[src/rtl/m216a_freq_ramp_ctrl.sv]
// rtl/m216a_freq_ramp_ctrl.sv - frequency-word ramp controller feeding a MASH-111 modulator
//
// Steps the registered word {out_i,out_f} toward an accepted target in
// increments of 'step', spaced 'dwell' cycles apart. Build option:
// M216A_RAMP_EN (defined: stepped ramp; undefined: jump straight to target).
//
// Ports:
//   clk, rst          clock, asynchronous active-high reset
//   tgt_valid/ready   target handshake (ready only in IDLE)
//   tgt_i, tgt_f      target word, integer 4b / fraction 16b
//   step, dwell       ramp step (LSB 1/65536) and update spacing, sampled on accept
//   abort             stop an active ramp, word frozen
//   out_i, out_f      current word to the modulator
//   upd, busy, done   update pulse, ramp active, completion pulse

module m216a_freq_ramp_ctrl (
  input  logic        clk,
  input  logic        rst,
  input  logic        tgt_valid,
  output logic        tgt_ready,
  input  logic [3:0]  tgt_i,
  input  logic [15:0] tgt_f,
  input  logic [15:0] step,
  input  logic [7:0]  dwell,
  input  logic        abort,
  output logic [3:0]  out_i,
  output logic [15:0] out_f,
  output logic        upd,
  output logic        busy,
  output logic        done
);

  typedef enum logic [1:0] {S_IDLE, S_RAMP, S_WAIT, S_DONE} state_t;

  state_t      state;
  logic [19:0] cur;
  logic [19:0] tgt_q;
  logic [19:0] next_cur;
  logic        ramp_last;
  logic        accept;

  assign {out_i, out_f} = cur;
  // Gated with rst so nothing can be taken while reset is held.
  assign tgt_ready = (state == S_IDLE) & ~rst;
  assign accept    = tgt_valid & tgt_ready;

`ifdef M216A_RAMP_EN
  logic [15:0] step_q;
  logic [7:0]  dwell_q;
  logic [7:0]  wcnt;
  logic [20:0] diff;
  logic [20:0] moved;

  // 21-bit distance and step so the final step can clamp exactly to the target.
  always_comb begin
    diff      = 21'd0;
    moved     = 21'd0;
    ramp_last = 1'b0;
    next_cur  = tgt_q;
    if (tgt_q >= cur) begin
      diff  = {1'b0, tgt_q} - {1'b0, cur};
      moved = {1'b0, cur} + {5'd0, step_q};
    end else begin
      diff  = {1'b0, cur} - {1'b0, tgt_q};
      moved = {1'b0, cur} - {5'd0, step_q};
    end
    ramp_last = (step_q == 16'd0) || (diff <= {5'd0, step_q});
    if (!ramp_last) next_cur = moved[19:0];
  end
`else
  logic unused_cfg;
  assign unused_cfg = ^{step, dwell};
  assign ramp_last  = 1'b1;
  assign next_cur   = tgt_q;
`endif

  always_ff @(posedge clk or posedge rst) begin
    if (rst) begin
      state   <= S_IDLE;
      cur     <= 20'd0;
      tgt_q   <= 20'd0;
      upd     <= 1'b0;
      busy    <= 1'b0;
      done    <= 1'b0;
`ifdef M216A_RAMP_EN
      step_q  <= 16'd0;
      dwell_q <= 8'd0;
      wcnt    <= 8'd0;
`endif
    end else begin
      upd  <= 1'b0;
      done <= 1'b0;
      case (state)
        S_IDLE: begin
          if (accept) begin
            tgt_q   <= {tgt_i, tgt_f};
`ifdef M216A_RAMP_EN
            step_q  <= step;
            dwell_q <= (dwell == 8'd0) ? 8'd1 : dwell;
`endif
            state   <= S_RAMP;
            busy    <= 1'b1;
          end
        end
        S_RAMP: begin
          if (abort) begin
            state <= S_IDLE;
            busy  <= 1'b0;
          end else begin
            cur <= next_cur;
            upd <= (next_cur != cur);
            if (ramp_last) begin
              state <= S_DONE;
              busy  <= 1'b0;
              done  <= 1'b1;
            end
`ifdef M216A_RAMP_EN
            // dwell of 1 updates every cycle, so WAIT is skipped entirely.
            else if (dwell_q == 8'd1) begin
              state <= S_RAMP;
            end else begin
              state <= S_WAIT;
              wcnt  <= dwell_q - 8'd2;
            end
`endif
          end
        end
`ifdef M216A_RAMP_EN
        S_WAIT: begin
          if (abort) begin
            state <= S_IDLE;
            busy  <= 1'b0;
          end else if (wcnt == 8'd0) begin
            state <= S_RAMP;
          end else begin
            wcnt <= wcnt - 8'd1;
          end
        end
`endif
        S_DONE: begin
          state <= S_IDLE;
        end
        default: begin
          state <= S_IDLE;
          busy  <= 1'b0;
        end
      endcase
    end
  end

endmodule
[config.mk]
export PLATFORM = sky130hd
export DESIGN_NAME = m216a_freq_ramp_ctrl
export DESIGN_NICKNAME = d
export VERILOG_FILES = /design/src/rtl/m216a_freq_ramp_ctrl.sv
export SDC_FILE = /design/constraint.sdc
export NUM_CORES = 1
export LEC_CHECK = 0
export ABC_CLOCK_PERIOD_IN_PS = 1770
export CAP_MARGIN = 20
export CORE_MARGIN = 4
export CORE_UTILIZATION = 40
export DETAILED_ROUTE_END_ITERATION = 8
export PLACE_DENSITY = 0.79
export SLEW_MARGIN = 10
export SYNTH_ARGS = -nofsm -noshare
export SYNTH_HDL_FRONTEND = slang
export SYNTH_SLANG_ARGS = --single-unit
export TNS_END_PERCENT = 50
[constraint.sdc]
create_clock -name clk -period 1.77 [get_ports clk]
set_input_delay 0.354 -clock clk [delete_from_list [all_inputs] [get_ports clk]]
set_output_delay 0.354 -clock clk [all_outputs]
set_load 0.02 [all_outputs]
Word-level counts from Yosys, hierarchy flattened
Cells that the tools add are included.
{"block": "classes", "mux": 9, "n_reduce_logical": 4, "n_bitwise": 5, "n_eq_ne": 4}
{"op": "inequality test 20 bit", "n": 1}
{"op": "AND reduction 2 bit", "n": 3}
{"op": "two-way mux 1 bit", "n": 5}
{"op": "two-way mux 2 bit", "n": 2}
{"op": "case mux 2 bit (2 select lines)", "n": 1}
{"op": "NOT 1 bit", "n": 3}
{"op": "bitwise AND 1 bit", "n": 2}
{"op": "equality test 2 x 1 -> 1 bit (second input constant)", "n": 1}
{"op": "equality test 2 bit (second input constant)", "n": 1}
{"op": "logical NOT 2 bit", "n": 1}
{"op": "inequality test 2 bit (second input constant)", "n": 1}
{"op": "case mux 1 bit (2 select lines)", "n": 1}
{"block": "word_totals", "ff_bits": 45, "word_cells": 28}

Longest topological paths before layout
{"block": "logic_depth", "ltp_word": 5, "ltp_mapped": 5, "depth_no_buf": 4}

Worst setup path after synthesis
Ideal clock, no wire load.
{"block": "synth_timing", "path_type": "register to register", "startpoint": "register state[1]", "endpoint": "register tgt_q[10], in the netlist next_cur[10]", "path_slack_ns": 0.102, "t_required_ns": 1.645, "arrival_ns": 1.543, "setup_time_ns": 0.125, "path_stages_with_launch": 6, "period_less_slack_ns": 1.668, "path_buffers": 2, "path_cell_list": "dfrtp_1 nor3_2 and2_4 buf_6 buf_12 mux2_4"}
{"block": "synth_between", "elab_chain_cells": 4}
{"element": "start, declared", "line": "35", "text": "state_t state;"}
{"element": "start signal, assigned", "line": "79", "text": "state <= S_IDLE;"}
{"element": "start signal, assigned", "line": "101", "text": "state <= S_RAMP;"}
{"element": "start signal, assigned", "line": "107", "text": "state <= S_IDLE;"}
{"element": "logical NOT 2 bit", "line": "44", "text": "assign tgt_ready = (state == S_IDLE) & ~rst;"}
{"element": "bitwise AND 1 bit", "line": "44"}
{"element": "net tgt_ready", "line": "20", "text": "output logic tgt_ready,"}
{"element": "bitwise AND 1 bit", "line": "45", "text": "assign accept = tgt_valid & tgt_ready;"}
{"element": "AND reduction 2 bit (no source line)"}
{"element": "end signal, assigned", "line": "96", "text": "tgt_q <= {tgt_i, tgt_f};"}
{"element": "end, declared", "line": "37", "text": "logic [19:0] tgt_q;"}
The timed path passes the listed nets, and every way through them passes these cells.
A chain may end at the register's enable or synchronous reset.

Worst setup path in the final report
{"block": "layout_timing", "startpoint": "register cur[12]", "endpoint": "output port out_f[12]"}
{"element": "start, declared", "line": "36", "text": "logic [19:0] cur;"}
{"element": "start signal, assigned", "line": "110", "text": "cur <= next_cur;"}
{"element": "end, declared", "line": "27", "text": "output logic [15:0] out_f,"}
No word-level cell between the ends.

==> key figures <==
Yosys
  • Area leader, netlist: dfrtp_1
  • Netlist Area Pre-Place: 2000 um^2
  • FF+latch count, synth: 45
  • Post-Syn Instances: 125
  • Top cells by area, synth: dfrtp_1 56%, mux2_4 13%, mux2_2 12%
  • Post-synthesis cell type count: 18
  • Yosys top cell area share: 0.562
  • Post-synthesis sequential area ratio: 0.562
  • Yosys warnings: 0
  • Synthesized area per cell: 16.0 um^2
  • Post-Syn Nets: 173

STA
  • RSZ-0062 raised after global routing: false
  • Hold Fails Final Rpt: 0
  • Setup TNS: 0 ps
  • Minimum clock period: 1690 ps
  • Fin Hold WS: 520 ps
  • Endpoints failing setup: 0
  • Setup Skew: 3.76 ps
  • Pins Over Slew Limit: 0
  • Slew HR: 0.717
  • Fmax: 0.591 GHz
  • Slew @ Worst Pin: 425 ps
  • Final period utilization: 0.956

Floorplanning
  • Die Ht: 78.8 um
  • Top Ports: 72
  • Row count: 25
  • Core area: 4790 um^2
  • Die area: 6200 um^2
  • Initial Utilization: 0.419
  • Die Wd: 78.8 um

Final layout
  • Register Area: 1130 um^2
  • Final nets: 229
  • Fillers: 380
  • Share of cells above drive strength 1: 0.324
  • # diodes: 0
  • Area Growth Syn to Fin: 32.7%
  • Footprint of the multi-input gates: 806 um^2

Min path
  • Hold Crit Class: flip-flop to flip-flop

Setup path
  • Critical-path cell list: clkdlybuf4s50_1
  • Critical path class: flip-flop to output pin
  • Req. time, crit path: 1420 ps
  • Critical path's top delay family: buffers and inverters
  • Max incr delay on CP: 640 ps
  • Crit Path Max Fanout: 3
  • WP data arrival: 1340 ps
  • Startpoint Class: flip-flop
  • CP max-delay cell: clkdlybuf4s50_1
  • Critical Path End Type: output pin
  • Crit path buf inv count: 1

Power and ir drop
  • Peak VDD IR: 1080 uV
  • Pwr/cell area: 1610 nW/um^2
  • Pwr Total: 0.00428 W
  • Leak: 1.14 nW

Route
  • Total wire length: 4.03 mm
  • Via/cell ratio: 4.70
  • DR vias: 1171
  • First DRT Iteration DRCs: 50
  • Drt wl/cell: 16.2 um
  • First-pass detailed-route iteration total: 4
  • DRC violations left: 0
  • Post-route ant nets: 0

GRT
  • Initial antenna violation count: 0
  • Vias in the first global route: 1352
  • Pin count of the biggest net entering global routing: 30
  • Total Routing Usage GR: 0.140
  • Total grt overflow: 0
  • First-pass GRT wire length: 6.64 mm

Clock network
  • Clock Path Buffers: 2
  • Number of sinks on the clock net: 45
  • Post-CTS Setup Inserts: 0
  • Clock transition at the registers of the reported paths: 80 ps
  • Root Buffer: clkbuf_8
  • H-tree depth: 2
  • CTS hold repair buffers: 0
  • Clock Latency Late Sink: 290 ps
  • CTS Buf Count: 5
  • CTS tree: done

Placed design
  • I/O Buffers: 47
  • Routability cong.: 0.685
  • Post-DP HPWL: 3.06 mm

Flow run
  • Max-cap violation count: 0

Run status
  • Status: complete, no violations
-- cell type report --
class	count	area share
flip-flops and latches	45	0.424
multi-input cells	74	0.303
repair buffers	54	0.196
clock buffers	7	0.0325
well taps	67	0.0315
clock inverters	1	0.0113
inverters	1	0.00141
-- flip-flops by register name, indices dropped and copies added, names as in the netlist --
| name | cells |
|---|---|
| state | 2 |
| busy | 1 |
| next_cur | 20 |
| cur | 20 |
| done | 1 |
| upd | 1 |
-- per-layer routing --
metal  wire (um)  GRT usage  up-vias
met1        1770      0.174      593
met3         218     0.0408        7
li1            -          -      540
met5           0          0        -
met4          48     0.0385        0
met2        1990      0.239       31
-- metrics by stage --
stage                     std cells  instance area (um^2)   util  worst slack (ps)
after detailed placement        241                  2540  0.531              -197
after global placement          241                  2540  0.531              -184
after floorplan                 125                  2000      -               102
final                           249                  2660  0.555              78.4
after CTS                       249                  2660  0.555              68.9
after global routing            249                  2660  0.555              32.3
-- timing repair --
action	4_1_cts	5_1_grt
hold endpoints to repair	0	0
gates resized for setup	1	0
endpoints found under the setup margin	1	0
-- synth_stat cells --
| master | count |
|---|---|
| a21o_1 | 1 |
| and2_4 | 1 |
| buf_12 | 2 |
| buf_6 | 3 |
| dfrtp_1 | 45 |
| inv_1 | 1 |
| mux2_2 | 22 |
| mux2_4 | 18 |
| nand3_1 | 1 |
| nand4_1 | 2 |
| nor3_2 | 1 |
| nor3b_1 | 1 |
| nor3b_2 | 1 |
| nor4_1 | 3 |
| o31a_1 | 1 |
| or2_2 | 1 |
| xnor2_1 | 9 |
| xor2_1 | 12 |
-- cells in the final DEF (no fill, tap or decap) --
cell type	netlist	routed
mux2_4	18	18
a21o_1	1	1
and2_4	1	1
xor2_1	12	12
nor3b_4	0	1
clkdlybuf4s50_1	0	46
nor3b_1	1	1
or2_2	1	1
clkbuf_1	0	1
dfrtp_1	45	45
nor3_2	1	1
clkbuf_8	0	6
nand3_1	1	1
nand4_1	2	2
mux2_2	22	22
xnor2_1	9	9
nor4_1	3	3
dlygate4sd2_1	0	1
buf_4	0	7
inv_2	0	1
o31a_1	1	1
bufinv_16	0	1
-- cells by family (layout without fill, tap and decap cells) --
| family | count (synthesis) | count (layout) | share of synthesized area |
|---|---|---|---|
| XOR/XNOR | 21 | 21 | 0.0918 |
| multiplexers | 40 | 40 | 0.259 |
| buffers and inverters | 6 | 63 | 0.0387 |
| flip-flops | 45 | 45 | 0.562 |
| AND/OR/NAND/NOR | 11 | 11 | 0.0406 |
| AO/OA/AOI/OAI | 2 | 2 | 0.00812 |
-- report_power, final --
group	total, W	switching, W	internal, W
Sequential	0.00177	0.000363	0.00140
Clock	0.000791	0.000331	0.000460
Combinational	0.00173	0.000718	0.00101
Total	0.00428	0.00141	0.00287
-- path summary, 6_finish.rpt --
| check | from | to | slack, ps | cells past startpoint |
|---|---|---|---|---|
| worst max-delay path | cur[12] | out_f[12] | 80 | 1 |
| worst min-delay path | busy | busy | 520 | 1 |
| worst max register to register | state[0] | next_cur[18] | 180 | 3 |
| worst min register to register | busy | busy | 520 | 1 |
| max in group asynchronous | rst | cur[13] | 900 | 4 |
| min in group asynchronous | rst | done | 540 | 4 |
Power figures use the tool's default switching activity.
